$ cat src/rtl/conway_pkg.sv
// rtl/conway_pkg.sv - shared types, constants and helpers for the conway display scanner
package conway_pkg;

    // Scanner sequencing: idle, snapshot the board, inter-row blanking, row lit.
    typedef enum logic [1:0] {
        S_IDLE,
        S_LOAD,
        S_BLANK,
        S_SHOW
    } scan_state_t;

    // Width of the PWM phase counter used by the dimming build.
    localparam int PWM_W = 4;

    // Widest row-select vector onehot() can produce.
    localparam int ONEHOT_MAX = 64;

    // One-hot decode of idx; all-zero when idx lies outside [0, width).
    function automatic logic [ONEHOT_MAX-1:0] onehot(input int idx, input int width);
        logic [ONEHOT_MAX-1:0] v;
        v = '0;
        for (int i = 0; i < ONEHOT_MAX; i++) begin
            v[i] = (i == idx) && (i < width);
        end
        return v;
    endfunction

endpackage

$ cat src/rtl/conway_scan_timer.sv
// rtl/conway_scan_timer.sv - loadable down-counter timing the blank and dwell intervals
module conway_scan_timer #(
    parameter int W = 4
) (
    input  logic         i_clk,
    input  logic         i_rst_n,
    input  logic         i_load,
    input  logic [W-1:0] i_value,
    output logic         o_done
);

    logic [W-1:0] r_count;

    // Loading value v makes o_done rise after v further cycles, so an
    // interval of L cycles is started by loading L-1 on entry.
    always_ff @(posedge i_clk or negedge i_rst_n) begin
        if (!i_rst_n) begin
            r_count <= '0;
        end else if (i_load) begin
            r_count <= i_value;
        end else if (r_count != '0) begin
            r_count <= r_count - W'(1);
        end
    end

    assign o_done = (r_count == '0);

endmodule

$ cat src/rtl/conway_display_scanner.sv
// rtl/conway_display_scanner.sv - row-multiplexed LED scanner for the conway board (CONWAY_SCAN_DIM_EN adds PWM dimming)
module conway_display_scanner
    import conway_pkg::*;
#(
    parameter int N     = 8,
    parameter int DWELL = 1000,
    parameter int BLANK = 4
) (
    input  logic             clk,
    input  logic             rst,
    input  logic             run,
    input  logic [N*N-1:0]   board,
`ifdef CONWAY_SCAN_DIM_EN
    input  logic [PWM_W-1:0] brightness,
`endif
    output logic [N-1:0]     rows,
    output logic [N-1:0]     cols,
    output logic             frame_done
);

    localparam int RW   = (N > 1) ? $clog2(N) : 1;
    localparam int TMAX = (DWELL > BLANK) ? DWELL : BLANK;
    localparam int CW   = $clog2(TMAX + 1);

    localparam logic [CW-1:0] DWELL_LD = CW'(DWELL - 1);
    localparam logic [CW-1:0] BLANK_LD = CW'((BLANK > 0) ? BLANK - 1 : 0);
    localparam logic [RW-1:0] LAST_ROW = RW'(N - 1);

    // Each row starts with blanking, or goes straight to lit when blanking is disabled.
    localparam scan_state_t   FIRST_ST = (BLANK > 0) ? S_BLANK : S_SHOW;
    localparam logic [CW-1:0] FIRST_LD = (BLANK > 0) ? BLANK_LD : DWELL_LD;

    scan_state_t    r_state;
    scan_state_t    w_nxt_state;
    logic [RW-1:0]  r_row;
    logic [RW-1:0]  w_nxt_row;
    logic [N*N-1:0] r_snapshot;
    logic [N*N-1:0] w_snap_nxt;
    logic [N-1:0]   r_rows;
    logic [N-1:0]   r_cols;
    logic [N-1:0]   w_rows_nxt;
    logic [N-1:0]   w_cols_nxt;
    logic [N-1:0]   w_row_data;
    logic           r_frame_done;
    logic           w_fd_nxt;
    logic           w_tmr_load;
    logic [CW-1:0]  w_tmr_val;
    logic           w_tmr_done;
    logic           w_lit;

    conway_scan_timer #(
        .W (CW)
    ) u_timer (
        .i_clk   (clk),
        .i_rst_n (rst),
        .i_load  (w_tmr_load),
        .i_value (w_tmr_val),
        .o_done  (w_tmr_done)
    );

    // Next-state decision; run=0 beats every other event and parks the scan in IDLE.
    always_comb begin
        w_nxt_state = r_state;
        w_nxt_row   = r_row;
        w_tmr_load  = 1'b0;
        w_tmr_val   = '0;
        w_fd_nxt    = 1'b0;
        case (r_state)
            S_IDLE: begin
                w_nxt_state = S_LOAD;
            end
            S_LOAD: begin
                w_nxt_row   = '0;
                w_nxt_state = FIRST_ST;
                w_tmr_load  = 1'b1;
                w_tmr_val   = FIRST_LD;
            end
            S_BLANK: begin
                if (w_tmr_done) begin
                    w_nxt_state = S_SHOW;
                    w_tmr_load  = 1'b1;
                    w_tmr_val   = DWELL_LD;
                end
            end
            S_SHOW: begin
                if (w_tmr_done) begin
                    if (r_row == LAST_ROW) begin
                        // Row index only wraps back to 0 through LOAD.
                        w_nxt_state = S_LOAD;
                        w_fd_nxt    = 1'b1;
                    end else begin
                        w_nxt_row   = r_row + RW'(1);
                        w_nxt_state = FIRST_ST;
                        w_tmr_load  = 1'b1;
                        w_tmr_val   = FIRST_LD;
                    end
                end
            end
            default: begin
                w_nxt_state = S_IDLE;
            end
        endcase
        if (!run) begin
            w_nxt_state = S_IDLE;
            w_nxt_row   = r_row;
            w_tmr_load  = 1'b0;
            w_fd_nxt    = 1'b0;
        end
    end

`ifdef CONWAY_SCAN_DIM_EN
    logic [PWM_W-1:0] r_pwm;
    logic [PWM_W-1:0] w_pwm_nxt;

    // Every entry into SHOW loads the timer, so the load strobe restarts the PWM phase.
    assign w_pwm_nxt = w_tmr_load ? '0 : r_pwm + PWM_W'(1);
    assign w_lit     = (w_pwm_nxt <= brightness);

    // PWM phase counter, wrapping freely while a row is lit.
    always_ff @(posedge clk or negedge rst) begin
        if (!rst) begin
            r_pwm <= '0;
        end else begin
            r_pwm <= w_pwm_nxt;
        end
    end
`else
    assign w_lit = 1'b1;
`endif

    // Decode next-cycle LED values; LOAD->SHOW without blanking takes row 0 straight from the board being captured.
    always_comb begin
        w_snap_nxt = (r_state == S_LOAD && run) ? board : r_snapshot;
        w_row_data = '0;
        for (int r = 0; r < N; r++) begin
            if (w_nxt_row == RW'(r)) begin
                w_row_data = w_snap_nxt[r*N +: N];
            end
        end
        w_rows_nxt = '0;
        w_cols_nxt = '0;
        if (w_nxt_state == S_SHOW) begin
            w_rows_nxt = N'(onehot(int'(w_nxt_row), N));
            w_cols_nxt = w_lit ? w_row_data : '0;
        end
    end

    // Scan FSM: state, row index, frame snapshot and registered LED outputs.
    always_ff @(posedge clk or negedge rst) begin
        if (!rst) begin
            r_state      <= S_IDLE;
            r_row        <= '0;
            r_snapshot   <= '0;
            r_rows       <= '0;
            r_cols       <= '0;
            r_frame_done <= 1'b0;
        end else begin
            r_state      <= w_nxt_state;
            r_row        <= w_nxt_row;
            r_snapshot   <= w_snap_nxt;
            r_rows       <= w_rows_nxt;
            r_cols       <= w_cols_nxt;
            r_frame_done <= w_fd_nxt;
        end
    end

    assign rows       = r_rows;
    assign cols       = r_cols;
    assign frame_done = r_frame_done;

endmodule

$ cat config.mk
export PLATFORM = sky130hd
export DESIGN_NAME = conway_display_scanner
export DESIGN_NICKNAME = d
export VERILOG_FILES = /design/src/rtl/conway_pkg.sv /design/src/rtl/conway_scan_timer.sv /design/src/rtl/conway_display_scanner.sv
export SDC_FILE = /design/constraint.sdc
export NUM_CORES = 1
export LEC_CHECK = 0
export BUFFER_PORTS_ARGS = -buffer_cell sky130_fd_sc_hd__clkbuf_2
export CORE_ASPECT_RATIO = 2
export CORE_UTILIZATION = 60
export CTS_CLUSTER_SIZE = 10
export DETAILED_ROUTE_END_ITERATION = 10
export PLACE_DENSITY_LB_ADDON = 0.12
export SKIP_LAST_GASP = 1
export SYNTH_ARGS = -nofsm -noshare
export SYNTH_HDL_FRONTEND = slang
export SYNTH_SLANG_ARGS = --single-unit
$ cat constraint.sdc
create_clock -name clk -period 3.7 [get_ports clk]
set_input_delay 0.74 -clock clk [delete_from_list [all_inputs] [get_ports clk]]
set_output_delay 0.74 -clock clk [all_outputs]
set_load 0.02 [all_outputs]
# After elaboration in Yosys (flattened, before gate mapping)
# Index checks and enable logic that the tools add are counted.
# word_totals
elab_cells	70
in_bits	67
register_bits	96
# op_classes
n_reduce_logical	7
add_sub_neg	2
n_mux	35
n_eq_ne	19
# op_table
op	count
8-bit two-way mux	10
64-bit two-way mux	1
10-bit two-way mux	4
10-bit one-hot mux with 3 select lines	1
3-bit == test, second input constant	5
3-bit == test, first input constant	4
10-bit zero test	1
2-bit two-way mux	5
10-bit nonzero test	1
10-bit by 1-bit subtractor with 10-bit output, second input constant	1
3-bit two-way mux	3
1-bit two-way mux	8
2-bit one-hot mux with 4 select lines	1
2-bit == test, second input constant	3
2-bit by 3-bit == test with 1-bit output, first input constant	2
3-bit by 2-bit == test with 1-bit output, second input constant	2
3-bit zero test	2
3-bit one-hot mux with 2 select lines	1
3-bit by 1-bit adder with 3-bit output, second input constant	1
1-bit by 3-bit == test with 1-bit output, first input constant	1
3-bit by 1-bit == test with 1-bit output, second input constant	1
1-bit one-hot mux with 3 select lines	1
2-bit by 1-bit == test with 1-bit output, second input constant	1
2-bit zero test	1
2 further kinds	2

# Depth between registers and ports, before layout
# Gate-level depths: netlist (run 1).
# depth
word_depth	15
mapped_depth	10

# Hierarchy
# A second synthesis (run 1) with hierarchy kept.
# hier_totals
hier_cells	507
hier_area_um2	4747.1
# modules_own_cells
mod	area_each_um2	cells_each	seq_area_each_um2	instances
conway_display_scanner	4140.2	444	2152.1	1
conway_scan_timer	606.8	63	250.2	1

# Least setup slack after synthesis (run 1)
# OpenSTA, ideal clock, no wires.
# synth_path
path_type	in2reg
start	input run
end	register r_cols[1], in the netlist cols[1]
setup_ns	0.120
setup_slack_ns	1.100
arrival_time_ns	2.480
stages	8
cell_sequence	clkbuf_1 -> nand3b_1 -> clkbuf_1 -> buf_1 -> mux2_2 -> nor3_1 -> nor3_1 -> o211a_1
# synth_rtl
element	line_no	rtl
start: declaration	conway_display_scanner.sv:11	input logic run,
1-bit logical AND	conway_display_scanner.sv:133	w_snap_nxt = (r_state == S_LOAD && run) ? board : r_snapshot;
64-bit two-way mux	conway_display_scanner.sv:133	
net w_snap_nxt[25]	conway_display_scanner.sv:38	logic [N*N-1:0] w_snap_nxt;
8-bit two-way mux (5 in series)	conway_display_scanner.sv:136	if (w_nxt_row == RW'(r)) begin
8-bit two-way mux	conway_display_scanner.sv:142	if (w_nxt_state == S_SHOW) begin
net w_cols_nxt[1]	conway_display_scanner.sv:42	logic [N-1:0] w_cols_nxt;
end signal: assignment	conway_display_scanner.sv:162	r_cols <= w_cols_nxt;
end: declaration	conway_display_scanner.sv:40	logic [N-1:0] r_cols;
# The timed path passes the listed nets, and every way through them passes these cells.
# A chain may end at the register's enable or synchronous reset.

# Worst setup path after layout (run 1)
# layout_path
start	register u_timer.r_count[0]
end	register r_cols[0], in the netlist cols[0]
# layout_between
elab_chain_cells	14
# layout_lines
element	line_no	rtl
start: declaration	conway_scan_timer.sv:12	logic [W-1:0] r_count;
start signal: assignment	conway_scan_timer.sv:20	r_count <= i_value;
start signal: assignment	conway_scan_timer.sv:22	r_count <= r_count - W'(1);
10-bit zero test *	conway_scan_timer.sv:26	assign o_done = (r_count == '0);
3-bit two-way mux	conway_display_scanner.sv:86	if (w_tmr_done) begin
3-bit one-hot mux with 2 select lines	conway_display_scanner.sv:68	case (r_state)
3-bit two-way mux	conway_display_scanner.sv:103	if (!run) begin
3-bit zero test	conway_display_scanner.sv:136	
8-bit two-way mux (8 in series)	conway_display_scanner.sv:136	
8-bit two-way mux *	conway_display_scanner.sv:142	
net w_cols_nxt[0]	conway_display_scanner.sv:42	
# The timed path passes the listed nets; every way through them passes the cells marked *.

==> flow_summary.yaml, run 1 <==
yosys:
  synth_top_cell_by_area: "dfrtp_1"
  ys_ff_latch: 96
  yosysSeqAreaShare_pct: 53.60
  yosys_most_used_dff: "dfrtp_1"
  synthCells: 365
  netlist_top_cells_area: "dfrtp_1 54%, mux2_2 16%, mux2i_1 4.9%, nor3_1 2.8%, nand2_1 1.5%"
  synth_top_cell_area_share_pct: 53.60
  post_synth.cell_area_avg_um2: 12.28
  syn-num-nets: 435
  ys_warn_count: 0
  synth.distinct_cells: 56
  synth_edf_count: 0
  synth_area_um2: 4482
  async_reset_ff_share_pct: 100.0
finish:
  drive_above_1_share_pct: 40.44
  nFillCells: 548
  area_growth_pct: 17.84
  antenna_cells: 0
  multi_input_area_um2: 1906
  final_common_cell: "dfrtp_1"
  finish.utilization_pct: 72.68
  design_area_um2: 5281
  mostFrequentLayoutCells: "96 x dfrtp_1, 82 x clkbuf_2, 63 x mux2_2, 25 x nor3_1, 22 x mux2i_1"
  regArea_um2: 2402
  final_nets: 515
routing:
  first_iter_violations: 279
  first_pass_iters: 4
  avgViaCountPerCell: 5.917
  wl_per_cell_um: 19.87
  drt-total-wl_um: 10770
  ant_nets: 0
  vias: 3207
  drc: 0
sta:
  skew_ps: 5.213
  rsz0062_at_grt: "false"
  period_needed_ps: 3061
  worst_pin_slew_ps: 1159
  slew_violations: 0
  fin_crit_sh_pct: 82.74
  fin_tns_setup_ps: 0
  slew_headroom_pct: 22.41
  fmax_ghz: 0.3267
  hold_viol: 0
  setup_violations: 0
clock_network:
  post_cts_buffers: 0
  clk_latency_ps: 340
  cts_sinks: 96
  cts_root_buffer: "clkbuf_16"
  cts_tree: "built"
  cts_buffers: 9
  htreeDepth: 3
  clock_path_buffers: 2
  cts_resized: 0
  cts_hold_buf: 0
  path_clk_slew_ps: 60
worst_setup_path:
  crit_type: "reg -> reg"
  cp_cell_sequence: "inv_1 -> ha_1 -> or3b_2 -> o311ai_1 -> o311a_2 -> nand3_2 -> o22a_1 -> o211a_1"
  critPathRequiredTime_ps: 3930
  cpLargestDelayFamily: "compound AO/OA/AOI/OAI gates"
  start_kind: "flop"
  path_buf_inv: 1
  cp_slowest_cell: "o311a_2"
  crit_path_end_kind: "flop"
  crit_path_max_fanout: 22
  arrival_ps: 3290
  critPathMaxStageDelay_ps: 600
grt:
  grt_max_degree: 64
  grt_pass1_vias: 3449
  overflow: 0
  grt_usage_pct: 30.33
  grt_pass1_wl_um: 17330
  grt_antenna_before_repair: 0
placement:
  gp_congestion: 0.8602
  dp.final_hpwl_um: 8084
  port_buffers: 83
  dpl_cell_area_um2: 4946
power_and_ir_drop:
  switchingPower_mw: 1.342
  seqPwrFrac_pct: 38.7
  p_clk_share_pct: 25.3
  power_leakage_nw: 2.639
  sw_frac_of_total_pct: 32.84
  powerDensity_nw_per_um2: 774.0
  p_comb_share_pct: 36.0
  power.internal_mw: 2.745
  ir_worst_vdd_v: 0.0004822
  total_power_mw: 4.088
floorplanning:
  start_util_pct: 61.67
  core_um2: 7267
  fp.dieW_um: 63.12
  fp.dieH_um: 124.2
  fp.dieArea_um2: 7840
  io_pins: 84
  core.rowCount: 44
flow_run:
  drv_cap: 0
run_status:
  status: "complete, no violations"
worst_hold_path:
  hp-class: "in -> async"
-- state kept, by name (all words and copies together) (netlist names) --
name             count
frame_done           1
r_row                3
rows                 8
cols                 8
r_snapshot          64
r_state              2
u_timer.r_count     10
-- power groups by stage --
stage / Clock [mW] / Combinational (mW) / Sequential (mW)
CTS: 1.05 / 1.47 / 1.58
finish: 1.03 / 1.47 / 1.58
global route: 1.09 / 1.60 / 1.61
floorplan: 0 / 1.11 / 1.54
detailed placement: 0 / 1.46 / 1.60
global placement: 0 / 1.43 / 1.57
-- stage by stage --
stage | setup WS [ps] | instances | hold WS [ps]
global route | 521.0 | 542 | 505.5
floorplan | 1100 | 365 | 444.4
global placement | 743.7 | 526 | 477.9
CTS | 668.0 | 542 | 492.9
finish | 638.6 | 542 | 479.3
detailed placement | 671.9 | 526 | 479.9
-- Yosys cell counts, drive strengths merged (4+ instances only) --
cell type,number
o211a,6
nand2,19
mux2,63
nor2,8
buf,12
nand3,8
xnor2,4
mux2i,22
nor3,25
clkbuf,8
o21ai,4
o22ai,9
nand2b,4
a21oi,10
o22a,6
dfrtp,96
inv,12
xor2,4
-- metal layers --
metal	up-vias	global-route usage (%)	wire (µm)
li1	1484	-	-
met1	1610	30.44	3690
met2	85	56.23	6234
met3	28	5.974	375
met4	0	16.28	468
met5	-	0	0
-- area by class of cell --
| class | instances | area share, % |
|---|---|---|
| flip-flops and latches | 96 | 45.49 |
| clock inverters | 7 | 2.085 |
| clock buffers | 9 | 4.264 |
| repair buffers | 89 | 8.766 |
| multi-input cells | 235 | 36.08 |
| inverters | 14 | 1.137 |
| well taps | 92 | 2.180 |
-- kinds of logic (layout without fill, tap and decap cells) --
kind of cell	count (synthesis)	in the layout	synth area share (%)
adders and majority gates	3	3	0.8376
buffers and inverters	34	119	3.881
DFF	96	96	53.60
and+or+nand+nor	86	86	10.44
AOI/OAI and AO/OA	53	53	8.934
xor gates and xnor gates	8	8	1.563
muxes	85	85	20.74
-- worst reg2reg max path: cells and delay by family, from the launching register on --
| kind | cells | cell delay (ps) |
|---|---|---|
| flops | 1 | 400 |
| fa+ha+maj | 1 | 170 |
| simple gates | 2 | 830 |
| buf+inv | 1 | 140 |
| compound gates | 4 | 1420 |
-- path summary, 6_finish.rpt --
kind / cells after the start / startpoint / slack [ps] / end
worst max-delay path: 8 / u_timer.r_count[0] / 640 / cols[0]
worst min-delay path: 1 / rst / 480 / rows[6]
worst max register to register: 8 / u_timer.r_count[0] / 640 / cols[0]
max in group asynchronous: 2 / rst / 2460 / r_snapshot[4]
worst min register to register: 1 / r_snapshot[59] / 490 / r_snapshot[59]
min in group clk: 1 / r_snapshot[59] / 490 / r_snapshot[59]
(Power assumes the default switching activity.)
==> run 2, diff against run 1 <==
--- a/config.mk
+++ b/config.mk
@@ -7,7 +7,7 @@
 export LEC_CHECK = 0
 export BUFFER_PORTS_ARGS = -buffer_cell sky130_fd_sc_hd__clkbuf_2
 export CORE_ASPECT_RATIO = 2
-export CORE_UTILIZATION = 60
+export CORE_UTILIZATION = 50
 export CTS_CLUSTER_SIZE = 10
 export DETAILED_ROUTE_END_ITERATION = 10
 export PLACE_DENSITY_LB_ADDON = 0.12
==> constraint.sdc (replaced) <==
create_clock -name clk -period 2.5 [get_ports clk]
set_input_delay 0.5 -clock clk [delete_from_list [all_inputs] [get_ports clk]]
set_output_delay 0.5 -clock clk [all_outputs]
set_load 0.02 [all_outputs]
==> flow_summary.yaml, run 2 (synthesis results as in run 1) <==
run_status:
  status: "complete, no violations"
power_and_ir_drop:
  sw_frac_of_total_pct: 32.47
  seqPwrFrac_pct: 36.3
  p_comb_share_pct: 42.1
  p_clk_share_pct: 21.6
  powerDensity_nw_per_um2: 1106
  power_leakage_nw: 2.821
  switchingPower_mw: 2.058
  power.internal_mw: 4.280
  ir_worst_vdd_v: 0.0007656
routing:
  first_iter_violations: 133
  first_pass_iters: 4
  ant_nets: 0
  drc: 0
  avgViaCountPerCell: 5.562
  vias: 3237
  wl_per_cell_um: 17.78
  drt-total-wl_um: 10350
worst_setup_path:
  critPathRequiredTime_ps: 2720
  crit_path_max_fanout: 5
  reg2reg_depth: 9
  start_kind: "flop"
  rrSetupSlack_ps: 10
  crit_type: "reg -> reg"
  r2r_end: "cols[7]"
  rr_startpoint: "u_timer.r_count[0]"
  crit_path_end_kind: "flop"
  arrival_ps: 2700
finish:
  largest_register_ffs: 64
  top_regs: "r_snapshot (64), u_timer.r_count (10)"
  top_register: "r_snapshot"
  drive_above_1_share_pct: 47.72
  nFillCells: 696
  mostFrequentLayoutCells: "96 x dfrtp_1, 82 x clkbuf_2, 63 x mux2_2, 31 x buf_4, 22 x nor3_1"
  final_common_cell: "dfrtp_1"
  final_nets: 548
  antenna_cells: 0
  area_growth_pct: 27.92
sta:
  period_needed_ps: 2490
  slew_headroom_pct: 61.91
  setup_violations: 0
  fin_tns_setup_ps: 0
  slew_violations: 0
  setup_ws_ps: 10.45
  fin_crit_sh_pct: 99.58
  skew_ps: 4.366
  worst_pin_slew_ps: 571.4
  hold_viol: 0
  fmax_ghz: 0.4017
  rsz0062_at_grt: "true"
  whs_ps: 151.4
worst_hold_path:
  hp-class: "in -> async"
grt:
  grt_max_degree: 45
  overflow: 0
  grt_usage_pct: 23.49
  grt_pass1_vias: 3383
  grt_pass1_wl_um: 15950
  grt_antenna_before_repair: 0
floorplanning:
  fp.dieArea_um2: 9369
  io_pins: 84
  core.rowCount: 48
  fp.dieW_um: 68.95
  start_util_pct: 51.82
  core_um2: 8648
  fp.dieH_um: 135.9
clock_network:
  path_clk_slew_ps: 60
  clk_latency_ps: 340
  clock_path_buffers: 2
  cts_root_buffer: "clkbuf_16"
  cts_hold_buf: 0
  cts_buffers: 9
  cts_sinks: 96
  htreeDepth: 3
  cts_tree: "built"
placement:
  port_buffers: 83
  dp.final_hpwl_um: 7586
  gp_congestion: 0.8326
  pre_cts_slack_ps: -124.6
flow_run:
  drv_cap: 0
-- run 2: power groups by stage --
stage / Sequential, mW / Clock, mW / Combinational, mW
floorplan: 2.28 / 0 / 1.64
CTS: 2.29 / 1.39 / 2.51
finish: 2.30 / 1.37 / 2.67
global placement: 2.29 / 0 / 2.43
global route: 2.37 / 1.45 / 2.91
detailed placement: 2.32 / 0 / 2.47
-- run 2: timing repair --
item	CTS	global route
gates resized for setup	4	22
setup endpoints to repair	9	11
pin swaps	2	7
hold endpoints to repair	0	0
cloned	0	2
setup buffers	0	2
-- run 2: layer usage --
| layer | vias to the layer above | wire, µm | GRT usage [%] | share of wire [%] |
|---|---|---|---|---|
| li1 | 1550 | - | - | - |
| met1 | 1606 | 4002 | 26.94 | 39 |
| met2 | 70 | 5848 | 42.23 | 57 |
| met3 | 11 | 321 | 3.272 | 3.1 |
| met4 | 0 | 172 | 8.617 | 1.7 |
| met5 | - | 0 | 0 | 0 |
-- run 2: stage by stage --
stage               instances  utilization (%)  area, µm²  total power, mW
finish                    582            66.29       5733            6.338
global route              582            66.29       5733            6.725
CTS                       578            64.38       5568            6.196
detailed placement        563            60.69       5249            4.788
global placement          563            60.69       5249            4.724
floorplan                 365                -       4482            3.925
-- run 2: area by class of cell --
class / instances / area (µm²) / share of cell area, %
flip-flops and latches: 96 / 2402 / 41.90
multi-input cells: 235 / 2017 / 35.18
repair buffers: 122 / 824.5 / 14.38
clock buffers: 13 / 260.3 / 4.540
well taps: 100 / 125.1 / 2.182
inverters: 14 / 65.06 / 1.135
clock inverters: 2 / 38.79 / 0.6766
-- run 2: how the worst max path moves through the flow --
stage | endpoint | slack (ps) | cells after the start | start
2_1_floorplan | cols[0] | 30 | 9 | u_timer.r_count[0]
3_3_place_gp | cols[3] | -80 | 10 | u_timer.r_count[0]
3_5_place_dp | cols[5] | -120 | 9 | u_timer.r_count[0]
4_1_cts | cols[4] | 2 | 8 | r_row[0]
5_1_grt | cols[4] | -60 | 9 | u_timer.r_count[0]
6_report | cols[7] | 10 | 9 | u_timer.r_count[0]
-- run 2: critical path, cell delays in order (launching register included) --
cell and delay, ps:
dfrtp_1 390, inv_2 90, ha_4 130, or3b_4 390
or4_4 540, and2_4 210, buf_4 160, a21o_1 160
a32oi_2 200, a211oi_2 100
==> run 3, diff against run 2 <==
==> constraint.sdc (replaced) <==
create_clock -name clk -period 2.5 [get_ports clk]
set_input_delay 0.125 -clock clk [delete_from_list [all_inputs] [get_ports clk]]
set_output_delay 0.125 -clock clk [all_outputs]
set_load 0.02 [all_outputs]
==> flow_summary.yaml, run 3 (synthesis results as in run 1) <==
run_status:
  status: "complete, no violations"
sta:
  rsz0062_at_grt: "true"
  whs_ps: 28.45
  skew_ps: 5.212
  fin_tns_setup_ps: 0
  setup_violations: 0
  slew_violations: 0
  hold_viol: 0
  period_needed_ps: 2470
  fin_crit_sh_pct: 98.80
  worst_pin_slew_ps: 384.3
  setup_ws_ps: 30.09
  slew_headroom_pct: 74.38
  fmax_ghz: 0.4049
worst_setup_path:
  rr_startpoint: "u_timer.r_count[6]"
  cp_slowest_cell: "or4_4"
  cpMostUsedCell: "or4_4"
  reg2reg_depth: 8
  crit_type: "reg -> reg"
  worstSetupPathDepth: 8
  arrival_ps: 2730
  crit_path_max_fanout: 9
  critPathRequiredTime_ps: 2760
  path_buf_inv: 2
  cp-startpoint: "u_timer.r_count[6]"
  start_kind: "flop"
  cp_cell_sequence: "or4_4 -> or4_4 -> and2_4 -> inv_8 -> clkbuf_16 -> a21oi_2 -> a2bb2oi_1 -> a211oi_2"
  critPathMaxStageDelay_ps: 590
  crit_path_end_kind: "flop"
  cpLargestDelayFamily: "simple AND/OR/NAND/NOR gates"
finish:
  nFillCells: 660
  mostFrequentLayoutCells: "95 x dfrtp_1, 82 x clkbuf_2, 63 x mux2_2, 27 x buf_4, 22 x mux2i_1"
  antenna_cells: 0
  area_growth_pct: 29.51
  top_regs: "r_snapshot (64), u_timer.r_count (10)"
  finish.utilization_pct: 67.12
  design_area_um2: 5804
  final_common_cell: "dfrtp_1"
  final_nets: 546
  top_register: "r_snapshot"
  drive_above_1_share_pct: 48.65
  largest_register_ffs: 64
floorplanning:
  fp.dieArea_um2: 9369
  core.rowCount: 48
  core_um2: 8648
  start_util_pct: 51.82
  io_pins: 84
  fp.dieH_um: 135.9
  fp.dieW_um: 68.95
clock_network:
  htreeDepth: 3
  cts_root_buffer: "clkbuf_16"
  cts_buffers: 9
  cts_tree: "built"
  cts_sinks: 96
  path_clk_slew_ps: 70
  clock_path_buffers: 2
  clk_latency_ps: 340
routing:
  drt-total-wl_um: 10650
  ant_nets: 0
  avgViaCountPerCell: 5.616
  first_pass_iters: 4
  drc: 0
  first_iter_violations: 254
  vias: 3263
  wl_per_cell_um: 18.33
grt:
  grt_usage_pct: 24.11
  grt_pass1_vias: 3362
  grt_pass1_wl_um: 16240
  overflow: 0
  grt_max_degree: 71
  grt_antenna_before_repair: 0
placement:
  dp.final_hpwl_um: 7635
  gp_congestion: 0.8176
  pre_cts_slack_ps: -114.2
  port_buffers: 83
  dpl_cell_area_um2: 5246
worst_hold_path:
  hp-class: "in -> reg"
  min_from: "board[57]"
  whs_path_depth: 2
flow_run:
  drv_cap: 0
power_and_ir_drop:
  seqPwrFrac_pct: 35.4
  power_leakage_nw: 2.859
  power.internal_mw: 4.421
  powerDensity_nw_per_um2: 1132
  ir_worst_vdd_v: 0.0007636
  p_clk_share_pct: 23.4
  p_comb_share_pct: 41.2
  switchingPower_mw: 2.147
  sw_frac_of_total_pct: 32.69
==> run 3: path summary, 6_finish.rpt <==
check / to / slack (ps)
min reg2reg: r_snapshot[61] / 490
max: cols[6] / 30
max in group asynchronous: u_timer.r_count[7] / 1570
max reg2reg: cols[6] / 30
min: r_snapshot[57] / 30
min in group asynchronous: rows[4] / 240
==> run 3: timing repair <==
item | in CTS | in global routing
buffers inserted | 0 | 1
endpoints found under the setup margin | 8 | 11
hold endpoints to repair | 26 | 0
gates resized for setup | 11 | 19
pin swaps | 4 | 10
hold buffers | 1 | 0
cloned | 0 | 2
==> run 3: layout make-up <==
type,count,area (µm²),share of cell area [%]
Sequential cell,96,2404,41.41
Multi-Input combinational cell,235,2046,35.24
Timing Repair Buffer,120,824.5,14.21
Clock buffer,12,266.5,4.592
Tap cell,100,125.1,2.156
Clock inverter,4,73.82,1.272
Inverter,14,65.06,1.121
==> run 3: stage by stage <==
| step | power (mW) | cells |
|---|---|---|
| 2_1_floorplan | 3.925 | 365 |
| 3_3_place_gp | 4.762 | 561 |
| 3_5_place_dp | 4.832 | 561 |
| 4_1_cts | 6.455 | 578 |
| 5_1_grt | 6.941 | 581 |
| 6_report | 6.568 | 581 |
==> run 3: routing by layer <==
| layer | wire [µm] | up-vias | GRT usage, % |
|---|---|---|---|
| li1 | - | 1548 | - |
| met1 | 4015 | 1625 | 27.20 |
| met2 | 6139 | 77 | 43.20 |
| met3 | 296 | 13 | 4.362 |
| met4 | 196 | 0 | 8.730 |
| met5 | 0 | - | 0 |
==> run 3: power by group through the flow <==
stage	registers, mW	logic (mW)	clock network (mW)
floorplan	2.28	1.64	0
global route	2.39	2.94	1.61
finish	2.32	2.71	1.54
CTS	2.30	2.59	1.57
global placement	2.29	2.47	0
detailed placement	2.33	2.51	0
